--- src/rtl/step_dir_decoder_if.sv ---
// Bus between a step/dir pulse source and step_dir_decoder: sampled
// inputs toward the decoder, position/move status back to the source.
interface step_dir_decoder_if #(
    parameter int POS_BITS   = 16,
    parameter int COUNT_BITS = 8,
    parameter int WIDTH_BITS = 8
);
    logic                         clk_en;
    logic                         step_in;
    logic                         dir_in;
    logic                         clear_pos;
    logic signed [POS_BITS-1:0]   position;
    logic signed [COUNT_BITS-1:0] last_move;
    logic [WIDTH_BITS-1:0]        high_width;
    logic                         busy;
    logic                         move_done;
    logic                         dir_err;

    modport master (
        output clk_en, step_in, dir_in, clear_pos,
        input  position, last_move, high_width, busy, move_done, dir_err
    );

    modport slave (
        input  clk_en, step_in, dir_in, clear_pos,
        output position, last_move, high_width, busy, move_done, dir_err
    );
endinterface

--- src/rtl/step_dir_decoder.sv ---
// Step/direction pulse decoder: accumulates a signed position, groups steps
// into moves ended by an idle timeout, and measures step pulse high width.
module step_dir_decoder #(
    parameter int POS_BITS   = 16,
    parameter int COUNT_BITS = 8,
    parameter int WIDTH_BITS = 8,
    parameter int IDLE_TICKS = 16
) (
    input logic               clk,
    input logic               reset,
    step_dir_decoder_if.slave bus
);
    localparam int IDLE_W = $clog2(IDLE_TICKS + 1);
    localparam logic signed [COUNT_BITS-1:0] CNT_MAX = {1'b0, {(COUNT_BITS-1){1'b1}}};
    localparam logic signed [COUNT_BITS-1:0] CNT_MIN = -CNT_MAX;

    typedef enum logic [1:0] {IDLE, HIGH, LOW} state_t;

    state_t                       state_q, state_d;
    logic                         step_s1_q, step_s1_d, step_s2_q, step_s2_d;
    logic                         dir_s1_q, dir_s1_d, dir_s2_q, dir_s2_d;
    logic                         step_prev_q, step_prev_d;
    logic                         move_dir_q, move_dir_d;
    logic signed [COUNT_BITS-1:0] move_cnt_q, move_cnt_d;
    logic signed [COUNT_BITS-1:0] last_move_q, last_move_d;
    logic signed [POS_BITS-1:0]   position_q, position_d;
    logic [WIDTH_BITS-1:0]        width_cnt_q, width_cnt_d;
    logic [WIDTH_BITS-1:0]        high_width_q, high_width_d;
    logic [IDLE_W-1:0]            idle_cnt_q, idle_cnt_d;
    logic                         move_done_q, move_done_d;
    logic                         dir_err_q, dir_err_d;
    logic                         rise, fall, count_step;

    assign rise = bus.clk_en & step_s2_q & ~step_prev_q;
    assign fall = bus.clk_en & ~step_s2_q & step_prev_q;

    always_comb begin
        state_d      = state_q;
        step_s1_d    = bus.step_in;
        step_s2_d    = step_s1_q;
        dir_s1_d     = bus.dir_in;
        dir_s2_d     = dir_s1_q;
        step_prev_d  = step_prev_q;
        move_dir_d   = move_dir_q;
        move_cnt_d   = move_cnt_q;
        last_move_d  = last_move_q;
        position_d   = position_q;
        width_cnt_d  = width_cnt_q;
        high_width_d = high_width_q;
        idle_cnt_d   = idle_cnt_q;
        move_done_d  = 1'b0;
        dir_err_d    = dir_err_q;
        count_step   = 1'b0;

        if (bus.clk_en) begin
            step_prev_d = step_s2_q;
            if (bus.clear_pos) begin
                position_d = '0;
                dir_err_d  = 1'b0;
            end
            // Inside a move a direction change is flagged and then adopted,
            // so later steps count in the new direction.
            if (state_q != IDLE && dir_s2_q != move_dir_q) begin
                dir_err_d  = 1'b1;
                move_dir_d = dir_s2_q;
            end
            case (state_q)
                IDLE: begin
                    if (rise) begin
                        state_d     = HIGH;
                        move_dir_d  = dir_s2_q;
                        move_cnt_d  = dir_s2_q ? '1 : COUNT_BITS'(1);
                        width_cnt_d = WIDTH_BITS'(1);
                        count_step  = 1'b1;
                    end
                end
                HIGH: begin
                    if (fall) begin
                        state_d      = LOW;
                        high_width_d = width_cnt_q;
                        idle_cnt_d   = '0;
                    end else if (width_cnt_q != '1) begin
                        width_cnt_d = width_cnt_q + WIDTH_BITS'(1);
                    end
                end
                LOW: begin
                    if (rise) begin
                        state_d     = HIGH;
                        width_cnt_d = WIDTH_BITS'(1);
                        count_step  = 1'b1;
                        if (dir_s2_q) begin
                            if (move_cnt_q != CNT_MIN) move_cnt_d = move_cnt_q - COUNT_BITS'(1);
                        end else if (move_cnt_q != CNT_MAX) begin
                            move_cnt_d = move_cnt_q + COUNT_BITS'(1);
                        end
                    end else if (idle_cnt_q == IDLE_W'(IDLE_TICKS - 1)) begin
                        state_d     = IDLE;
                        last_move_d = move_cnt_q;
                        move_done_d = 1'b1;
                    end else begin
                        idle_cnt_d = idle_cnt_q + IDLE_W'(1);
                    end
                end
                default: state_d = IDLE;
            endcase
            // Applied after clear so a coincident clear and step leaves +/-1.
            if (count_step) begin
                position_d = dir_s2_q ? position_d - POS_BITS'(1) : position_d + POS_BITS'(1);
            end
        end
    end

    always_ff @(posedge clk) begin
        if (reset) begin
            state_q      <= IDLE;
            step_s1_q    <= 1'b0;
            step_s2_q    <= 1'b0;
            dir_s1_q     <= 1'b0;
            dir_s2_q     <= 1'b0;
            step_prev_q  <= 1'b0;
            move_dir_q   <= 1'b0;
            move_cnt_q   <= '0;
            last_move_q  <= '0;
            position_q   <= '0;
            width_cnt_q  <= '0;
            high_width_q <= '0;
            idle_cnt_q   <= '0;
            move_done_q  <= 1'b0;
            dir_err_q    <= 1'b0;
        end else begin
            state_q      <= state_d;
            step_s1_q    <= step_s1_d;
            step_s2_q    <= step_s2_d;
            dir_s1_q     <= dir_s1_d;
            dir_s2_q     <= dir_s2_d;
            step_prev_q  <= step_prev_d;
            move_dir_q   <= move_dir_d;
            move_cnt_q   <= move_cnt_d;
            last_move_q  <= last_move_d;
            position_q   <= position_d;
            width_cnt_q  <= width_cnt_d;
            high_width_q <= high_width_d;
            idle_cnt_q   <= idle_cnt_d;
            move_done_q  <= move_done_d;
            dir_err_q    <= dir_err_d;
        end
    end

    assign bus.position   = position_q;
    assign bus.last_move  = last_move_q;
    assign bus.high_width = high_width_q;
    assign bus.busy       = (state_q != IDLE);
    assign bus.move_done  = move_done_q;
    assign bus.dir_err    = dir_err_q;
endmodule

--- src/flat_wrapper.sv ---
// flat-port wrapper written by rule: the top's interface ports become plain ports
module step_dir_decoder_flat 
#(
    parameter int POS_BITS   = 16,
    parameter int COUNT_BITS = 8,
    parameter int WIDTH_BITS = 8,
    parameter int IDLE_TICKS = 16
)
  (clk, reset, bus_clk_en, bus_step_in, bus_dir_in, bus_clear_pos, bus_position, bus_last_move, bus_high_width, bus_busy, bus_move_done, bus_dir_err);
  step_dir_decoder_if #(.POS_BITS(POS_BITS), .COUNT_BITS(COUNT_BITS), .WIDTH_BITS(WIDTH_BITS)) bus_i ();
  input logic clk;
  input logic reset;
  input wire logic [$bits(bus_i.clk_en)-1:0] bus_clk_en;
  input wire logic [$bits(bus_i.step_in)-1:0] bus_step_in;
  input wire logic [$bits(bus_i.dir_in)-1:0] bus_dir_in;
  input wire logic [$bits(bus_i.clear_pos)-1:0] bus_clear_pos;
  output wire logic [$bits(bus_i.position)-1:0] bus_position;
  output wire logic [$bits(bus_i.last_move)-1:0] bus_last_move;
  output wire logic [$bits(bus_i.high_width)-1:0] bus_high_width;
  output wire logic [$bits(bus_i.busy)-1:0] bus_busy;
  output wire logic [$bits(bus_i.move_done)-1:0] bus_move_done;
  output wire logic [$bits(bus_i.dir_err)-1:0] bus_dir_err;
  assign bus_i.clk_en = bus_clk_en;
  assign bus_i.step_in = bus_step_in;
  assign bus_i.dir_in = bus_dir_in;
  assign bus_i.clear_pos = bus_clear_pos;
  assign bus_position = bus_i.position;
  assign bus_last_move = bus_i.last_move;
  assign bus_high_width = bus_i.high_width;
  assign bus_busy = bus_i.busy;
  assign bus_move_done = bus_i.move_done;
  assign bus_dir_err = bus_i.dir_err;
  step_dir_decoder #(.POS_BITS(POS_BITS), .COUNT_BITS(COUNT_BITS), .WIDTH_BITS(WIDTH_BITS), .IDLE_TICKS(IDLE_TICKS)) u_core (.clk(clk), .reset(reset), .bus(bus_i));
endmodule
--- config.mk ---
export PLATFORM = sky130hd
export DESIGN_NAME = step_dir_decoder_flat
export DESIGN_NICKNAME = d
export VERILOG_FILES = /design/src/rtl/step_dir_decoder_if.sv /design/src/rtl/step_dir_decoder.sv /design/src/flat_wrapper.sv
export SDC_FILE = /design/constraint.sdc
export NUM_CORES = 1
export LEC_CHECK = 0
export CORE_MARGIN = 5
export CORE_UTILIZATION = 60
export CTS_BUF_LIST = sky130_fd_sc_hd__clkbuf_2 sky130_fd_sc_hd__clkbuf_4 sky130_fd_sc_hd__clkbuf_8
export CTS_CLUSTER_DIAMETER = 120
export CTS_CLUSTER_SIZE = 12
export DETAILED_ROUTE_END_ITERATION = 12
export HOLD_SLACK_MARGIN = 0.12
export PLACE_DENSITY = 0.88
export SYNTH_ARGS = -nofsm -noshare
export SYNTH_HDL_FRONTEND = slang
export SYNTH_SLANG_ARGS = --single-unit
--- constraint.sdc ---
create_clock -name clk -period 8.6 [get_ports clk]
set_input_delay 1.72 -clock clk [delete_from_list [all_inputs] [get_ports clk]]
set_output_delay 1.72 -clock clk [all_outputs]
set_load 0.03 [all_outputs]
* Word-level counts from Yosys, hierarchy flattened
Cells that the tools add are included.
** Word-level totals
- Register bits :: 63
- Bits of input ports :: 6
- Output and inout bits :: 35
- Logic and storage cells :: 97
** Cells by class
- Add/subtract/negate cells :: 6
- Equal/unequal tests :: 18
- Muxes and demuxes :: 33
- Bitwise logic cells :: 9
- Reductions and logical operators :: 16
** Operator list (number)
- two-way mux 8 bit :: 9
- two-way mux 16 bit :: 4
- case mux 8 bit (2 select lines) :: 2
- != test 8 bit, second input constant :: 3
- adder 16 x 2 -> 16 bit, second input constant :: 1
- subtractor 16 x 2 -> 16 bit, second input constant :: 1
- two-way mux 5 bit :: 3
- != test 2 x 1 -> 1 bit, second input constant :: 5
- case mux 5 bit (2 select lines) :: 1
- AND reduction 5 bit :: 2
- nonzero test 2 bit :: 5
- two-way mux 1 bit :: 9
- adder 8 x 1 -> 8 bit, second input constant :: 1
- adder 8 x 2 -> 8 bit, second input constant :: 1
- two-way mux 2 bit :: 4
- AND reduction 4 bit :: 2
- subtractor 8 x 2 -> 8 bit, second input constant :: 1
- != test 2 bit, second input constant :: 3
- != test 3 x 1 -> 1 bit, second input constant :: 2
- case mux 2 bit (3 select lines) :: 1
- AND reduction 6 bit :: 1
- adder 5 x 1 -> 5 bit, second input constant :: 1
- == test 5 x 4 -> 1 bit, second input constant :: 1
- NOT 1 bit :: 5
- other kinds (11) :: 14

* Longest topological paths before layout
Gate-level depths: netlist of run 1.
- Word-level depth :: 6
- Gate-level depth with buffers :: 11
- Mapped depth without buffers :: 10

* Worst setup path before layout of run 1
Ideal clock, no wire load.
- Path type :: input -> register
- Start :: input port bus_clear_pos
- End :: register u_core.position_q[14] (netlist: u_core.bus.position[14])
- Setup time :: 0.117 ns
- Arrival :: 3.803 ns
- Data required time :: 8.483 ns
- Slack :: 4.681 ns
- Stages :: 11
- Buffers on the path :: 2
- Cell sequence :: buf_4 > clkbuf_1 > nor2b_1 > ha_1 > a211o_1 > a21oi_2 > a21oi_1 > a211o_1 > o31ai_4 > xnor2_1 > a22o_1
** On the way
- Cells in the longest elaborated chain, start to end :: 5
- Elaborated cells between the ends (all ways) :: 6
- Those cells by class :: 2 x add/sub; 4 x mux
** Ends and longest elaborated chain
- from (decl) :: line flat_wrapper.sv:16 : input wire logic [$bits(bus_i.clear_pos)-1:0] bus_clear_pos;
- two-way mux 16 bit (*) :: line step_dir_decoder.sv:57 : if (bus.clear_pos) begin
- two-way mux 16 bit (*) :: line step_dir_decoder.sv:55 : if (bus.clk_en) begin
- adder 16 x 2 -> 16 bit / subtractor 16 x 2 -> 16 bit (equally long branches) :: line step_dir_decoder.sv:108 : position_d = dir_s2_q ? position_d - POS_BITS'(1) : position_d + POS_BITS'(1);
- two-way mux 16 bit :: line step_dir_decoder.sv:108
- two-way mux 16 bit (*) :: line step_dir_decoder.sv:107 : if (count_step) begin
- to (signal assigned) :: line step_dir_decoder.sv:140 : position_q <= position_d;
- to (decl) :: line step_dir_decoder.sv:26 : logic signed [POS_BITS-1:0] position_q, position_d;
Mark *: on every way between the ends. The rest lies on a longest branch, timed or not. The select of a mux whose other input is x is not followed.
A chain may end at the register's enable or synchronous reset.

* Worst setup path after layout of run 1
Same ends and word-level chain as after synthesis.

==> metrics.txt, run 1 <==
status finished, final reports clean; Sw Share 24.56%; CP Cell Sequence clkdlybuf4s50_1 > nor2b_1 > fa_1 > a211o_1 > o211ai_2 > a21oi_2 > a211o_1 > o31ai_4 > xnor2_1 > a22o_1; HP Start u_core.step_s1_q; clock buffer depth 2; #FFs+latches synth 63; grt ovf 0; family with the most delay on the worst path compound AO/OA/AOI/OAI gates; clk_skew 0.01166 ns; Clock Sinks 63; critical path's largest stage delay 0.92 ns; Die X 87.00 um; CP Class input port to flop; worst hold margin 0.4452 ns; post-route cell area 4189 um2; fraction of layout cells with a size suffix above 1 6.608%; Primary FF master, synth dfxtp_1; worst reg2reg path endpoint u_core.move_cnt_q[7]; M3 GR Usage 5.960%; nets@finish 481; GRT Total Usage 22.22%; most common cell after layout, fill and taps aside dfxtp_1; CP bufs+invs 1; RSZ-0062 raised after global routing no; Worst Path Arrival 4.61 ns; max_cap viols 0; Crit. Startpoint bus_clear_pos; die area 7568 um2; router iterations before antenna repair 4; H-tree levels 3; P&R area growth vs syn 17.76%; largest net degree at the start of global routing 51; mean cell area of the mapped netlist 8.592 um2; Max stage delay cell, worst path clkdlybuf4s50_1; Worst IR Drop VDD 0.1348 mV; Setup Buffers After CTS 0; First DRT Iteration DRCs 139; number of global-route vias before repair 2,885; Clock Latency Late Sink 0.35 ns; Req. time, crit path 8.84 ns; post_cts resized 0; grt met1 use 28.23%; average wire per standard cell 14.84 um; Cell variety after synth 56; PD cells 145.2 nW/um2; Min-Delay Endpoint u_core.step_s2_q; number of synthesized flops with an enable pin 0; Ant. Diodes 0; NetSw 149.5 uW; Tightest Hold Check Type flop to flop; Logic pwr share 7.7%; final number of setup-violating endpoints 0; Syn Std Cell Area 3557 um2; CTS tree built; Max Slew Vio Count 0; Routed Antenna Nets 0; most used cell along the critical path a211o_1; CP startpoint kind input port; residual DRC count 0; GR peak layer met2; CTS Buf Count 9; chip height 87.00 um; Max Freq 228.7 MHz; Pint 459.0 uW; Synth async-reset ratio 0%; R2R depth 9; Post-DP HPWL 5414 um; Mapped Nets 445; slew at the pin closest to its max-slew limit 0.7307 ns; Core Area 5851 um2; DRT Wirelength 7851 um; clock share of power 43.0%; Synth warnings 0; worst relative slew slack 51.18%; clk slew on worst S/H paths 0.07 ns; RD Place Congestion 0.9019; via count 3,038; row cnt 28; final setup TNS 0 ns; final period utilization 50.84%; CP max FO 19; Final Hold Vio Count 0; drt via density 5.743; Worst Hold Path Cells 1; FF-to-FF Start u_core.dir_s2_q; first-pass GRT wire length 13,320 um; leading cell types in the layout, fill and taps excluded dfxtp_1, nor2_1, nand2_1, clkdlybuf4s50_1; cells after synthesis 414; Seq/Total Area, Yosys 35.46%; Critical Path End Type flop; crit path time final 4.372 ns; Starting Density 60.80%; clk root buf clkbuf_8; R2R Setup Slk 6.02 ns; Hold-fix buffers, CTS 0; initial antenna violation count 0; static leakage 0.001733 uW; Power, Total 608.5 uW; IO Count 41; dpl cell area 3993 um2; Reg power frac 49.3%; port bufs 40; grt met2 use 35.96%
==> worst max path at each step <==
stage | to | slack [ns] | cells after the start
2_1_floorplan | u_core.bus.position[14] | 4.68 | 11
3_3_place_gp | u_core.bus.position[14] | 3.93 | 10
3_5_place_dp | u_core.bus.position[14] | 3.85 | 10
4_1_cts | u_core.bus.position[14] | 4.23 | 10
5_1_grt | u_core.bus.position[14] | 4.07 | 10
6_report | u_core.bus.position[14] | 4.23 | 10
==> state kept, by name, summed over array words and instances, names as in the netlist <==
| name | flops |
|---|---|
| u_core.bus.dir_err | 1 |
| u_core.bus.high_width | 8 |
| u_core.bus.last_move | 8 |
| u_core.bus.move_done | 1 |
| u_core.bus.position | 16 |
| u_core.dir_s1_q | 1 |
| u_core.dir_s2_q | 1 |
| u_core.idle_cnt_q | 5 |
| u_core.move_cnt_q | 8 |
| u_core.move_dir_q | 1 |
| u_core.state_q | 2 |
| u_core.step_prev_q | 1 |
| u_core.step_s1_q | 1 |
| u_core.step_s2_q | 1 |
| u_core.width_cnt_q | 8 |
==> cells in the mapped netlist, drive strengths merged, types with 4 or more instances <==
cell type  number  area [um2]
nand2b          6       37.54
a21oi          28       155.2
a22oi           6       45.04
a31oi           5       37.53
buf             7       36.28
nand4           8       50.05
o31ai           4       43.79
nor3           10       61.31
o21ai          15       78.82
inv            11       41.29
nor2           48       180.2
nor2b          24       150.1
ha             23       287.8
mux2i          13       130.1
and3            5       31.28
clkbuf         10       37.54
a211o           4       35.03
xnor2          11       96.34
xor2           16       140.1
a21o            8       60.06
nand2          42       157.7
a22o            8       70.07
dfxtp          63        1261
nand3           5       25.02
==> cell families (layout without fill, tap and decap cells) <==
group | Yosys count | count (layout) | share of synthesized area, %
AND/OR/NAND/NOR | 159 | 159 | 21.81
flip-flops | 63 | 63 | 35.46
buffers and inverters | 28 | 68 | 3.236
adder cells (fa/ha/maj) | 25 | 25 | 9.216
XOR/XNOR | 27 | 27 | 6.648
multiplexers | 14 | 14 | 3.975
AO/OA/AOI/OAI | 98 | 98 | 19.66
==> worst reg2reg max path, stage by stage (launching register included) <==
cell and delay, ns:
dfxtp_1 0.31, buf_4 0.34, ha_1 0.32, a21oi_1 0.24, o2111ai_1 0.22, a21o_1 0.23
a21oi_1 0.29, mux2_2 0.37, nand2_1 0.06, a31oi_1 0.07
==> per-stage QoR <==
stage               setup WS, ns  std cells  utilization (%)
global route               4.070        529            71.60
finish                     4.228        529            71.60
CTS                        4.229        529            71.60
floorplan                  4.681        414                -
global placement           3.934        514            68.24
detailed placement         3.853        514            68.24
==> routing by layer <==
metal  up-vias  part of all wire, %
met5         -                    0
met4         0                  1.6
met3        12                  4.8
met2        68                   47
met1      1424                   46
li1       1534                    -
==> power by group through the flow <==
stage	logic [uW]	registers (uW)	clock network, uW
5_1_grt	51.8	301	279
6_report	46.9	300	261
3_3_place_gp	44.3	306	0
4_1_cts	46.6	300	267
3_5_place_dp	46.3	307	0
2_1_floorplan	33.8	307	0
==> cell type report <==
cell class / count / area (um2)
Multi-Input combinational cell: 323 / 2181
Fill cell: 434 / 1662
Sequential cell: 63 / 1261
Timing Repair Buffer: 42 / 415.4
Clock buffer: 11 / 151.4
Tap cell: 75 / 93.84
Clock inverter: 4 / 45.04
Inverter: 11 / 41.29
Power figures use the tool's default switching activity.
==> run 2: changes to the inputs <==
--- a/config.mk
+++ b/config.mk
@@ -6,13 +6,13 @@
 export NUM_CORES = 1
 export LEC_CHECK = 0
 export CORE_MARGIN = 5
-export CORE_UTILIZATION = 60
+export CORE_UTILIZATION = 53
 export CTS_BUF_LIST = sky130_fd_sc_hd__clkbuf_2 sky130_fd_sc_hd__clkbuf_4 sky130_fd_sc_hd__clkbuf_8
 export CTS_CLUSTER_DIAMETER = 120
 export CTS_CLUSTER_SIZE = 12
 export DETAILED_ROUTE_END_ITERATION = 12
 export HOLD_SLACK_MARGIN = 0.12
-export PLACE_DENSITY = 0.88
+export PLACE_DENSITY = 0.82
 export SYNTH_ARGS = -nofsm -noshare
 export SYNTH_HDL_FRONTEND = slang
 export SYNTH_SLANG_ARGS = --single-unit
==> constraint.sdc (replaced) <==
create_clock -name clk -period 3.78 [get_ports clk]
set_input_delay 0.756 -clock clk [delete_from_list [all_inputs] [get_ports clk]]
set_output_delay 0.756 -clock clk [all_outputs]
set_load 0.03 [all_outputs]
==> run 2 against run 1 <==
Combinational power up 120%. Register-to-register slack worse by 5.3 ns. Hold slack worse by 0.0041 ns. Count of clock-buffer cells in the layout down 2. Power rose to 2.5 times the previous value. Largest power group is now the clock network. Largest cell class unchanged. Clock skew down 0.0017 ns. Highest routed layer unchanged.
==> metrics.txt, run 2 (synthesized netlist as in run 1, its figures left out) <==
status finished, final reports clean; Min-Delay Endpoint u_core.step_s2_q; Max Freq 324.0 MHz; critical path's largest stage delay 0.53 ns; Routed Antenna Nets 0; clk root buf clkbuf_8; worst relative slew slack 25.64%; static leakage 0.001763 uW; clock buffer depth 2; drt via density 5.729; DRT Wirelength 8148 um; FILL cells 520; final period utilization 81.65%; post_cts resized 0; Max Slew Vio Count 0; via count 3,065; Critical Path End Type flop; Largest register FFs 16; average wire per standard cell 15.23 um; row cnt 29; first-pass GRT wire length 13,890 um; CTS Buf Count 9; family with the most delay on the worst path compound AO/OA/AOI/OAI gates; Max stage delay cell, worst path clkdlybuf4s50_1; setup slack at placement 0.3558 ns; Reg power frac 45.0%; Tightest Hold Check Type flop to flop; Worst Hold Path Cells 1; Req. time, crit path 4.03 ns; port bufs 40; crit path time final 3.086 ns; RSZ-0062 raised after global routing no; Hold-fix buffers, CTS 0; die area 8450 um2; H-tree levels 3; Post-DP HPWL 5605 um; CP Class input port to flop; Pint 1152 uW; R2R Setup Slk 0.72 ns; leading cell types in the layout, fill and taps excluded dfxtp_1, nor2_1, nand2_1, clkdlybuf4s50_1; RD Place Congestion 0.8809; fraction of layout cells with a size suffix above 1 7.424%; First DRT Iteration DRCs 140; Worst Path Arrival 3.33 ns; Setup Buffers After CTS 0; CP startpoint kind input port; residual DRC count 0; chip height 91.93 um; Crit path depth 11; slew at the pin closest to its max-slew limit 1.114 ns; clock share of power 48.1%; Starting Density 55.39%; Final Hold Vio Count 0; PD cells 357.6 nW/um2; P&R area growth vs syn 19.80%; HP Start u_core.step_s1_q; number of global-route vias before repair 2,944; worst reg2reg path endpoint u_core.move_cnt_q[7]; CP Cell Sequence clkdlybuf4s50_1 > buf_4 > nor2b_1 > ha_1 > a211o_1 > a21oi_2 > a21oi_1 > a211o_1 > o31ai_4 > xnor2_1 > a22o_1; largest net degree at the start of global routing 50; Die X 91.93 um; clk_skew 0.009948 ns; Multi-input gate area 2181 um2; Clock Latency Late Sink 0.36 ns; initial antenna violation count 0; max_cap viols 0; NetSw 372.0 uW; R2R depth 8; Sw Share 24.41%; GRT Total Usage 20.16%; Logic pwr share 6.9%; fin worst setup slack 0.6936 ns; FF-to-FF Start u_core.dir_s2_q; clk slew on worst S/H paths 0.07 ns; IO Count 41; router iterations before antenna repair 4; grt ovf 0; final setup TNS 0 ns; CP max FO 16; CTS tree built; Core Area 6422 um2; most used cell along the critical path a211o_1; Worst IR Drop VDD 0.3803 mV; CP bufs+invs 2; register area 1261 um2; final number of setup-violating endpoints 0; Ant. Diodes 0; most common cell after layout, fill and taps aside dfxtp_1; Clock Sinks 63; nets@finish 484
-- run 2: cell types whose count changed in the layout (fill, tap and decap cells not counted) --
cell / delta
buf_4: +3
bufinv_16: +2
clkbuf_8: -2
clkinv_2: -2
clkinv_4: +1
clkinvlp_4: +1
inv_6: +1
-- run 2: stage by stage --
stage / std cells / area, um2 / power (uW) / hold slack, ns / util (%)
2_1_floorplan: 414 / 3557 / 774.5 / 0.4138 / -
3_3_place_gp: 519 / 4018 / 801.1 / 0.4186 / 62.56
3_5_place_dp: 519 / 4018 / 805.2 / 0.4246 / 62.56
4_1_cts: 535 / 4262 / 1531 / 0.4424 / 66.36
5_1_grt: 535 / 4262 / 1572 / 0.4663 / 66.36
6_report: 535 / 4262 / 1524 / 0.4411 / 66.36
-- run 2: final cells by class --
type,count,area share [%]
clock buffers,9,2.907
clock inverters,7,2.819
inverters,11,0.9689
multi-input cells,323,51.17
flip-flops and latches,63,29.59
well taps,77,2.261
repair buffers,45,10.28
-- run 2: worst max-delay path by stage --
stage	from	to	slack [ns]
2_1_floorplan	bus_clear_pos	u_core.bus.position[14]	0.82
5_1_grt	u_core.dir_s2_q	u_core.move_cnt_q[7]	0.57
3_5_place_dp	bus_clear_pos	u_core.bus.position[14]	0.36
3_3_place_gp	bus_clear_pos	u_core.bus.position[14]	0.42
6_report	bus_clear_pos	u_core.bus.position[14]	0.69
4_1_cts	bus_clear_pos	u_core.bus.position[14]	0.72
-- run 2: metal layers --
metal / global-route usage, % / share of wire, % / up-vias
met5: 0 / 0 / -
met4: 9.530 / 1.7 / 0
met3: 5.074 / 5.2 / 11
met2: 31.51 / 46 / 68
met1: 26.12 / 47 / 1446
li1: - / - / 1540
-- run 2: power by group through the flow --
stage	clock network [uW]	registers [uW]	logic (uW)
global route	768	688	116
global placement	0	701	100
CTS	741	686	105
detailed placement	0	701	104
floorplan	0	698	76.9
finish	733	686	105
-- run 2: worst reg2reg max path, delay by kind of cell, from the launching register on --
kind,cells,cell delay (ns)
simple gates,1,0.07
mux,1,0.37
flops,1,1.06
fa+ha+maj,1,0.40
compound gates,5,1.03
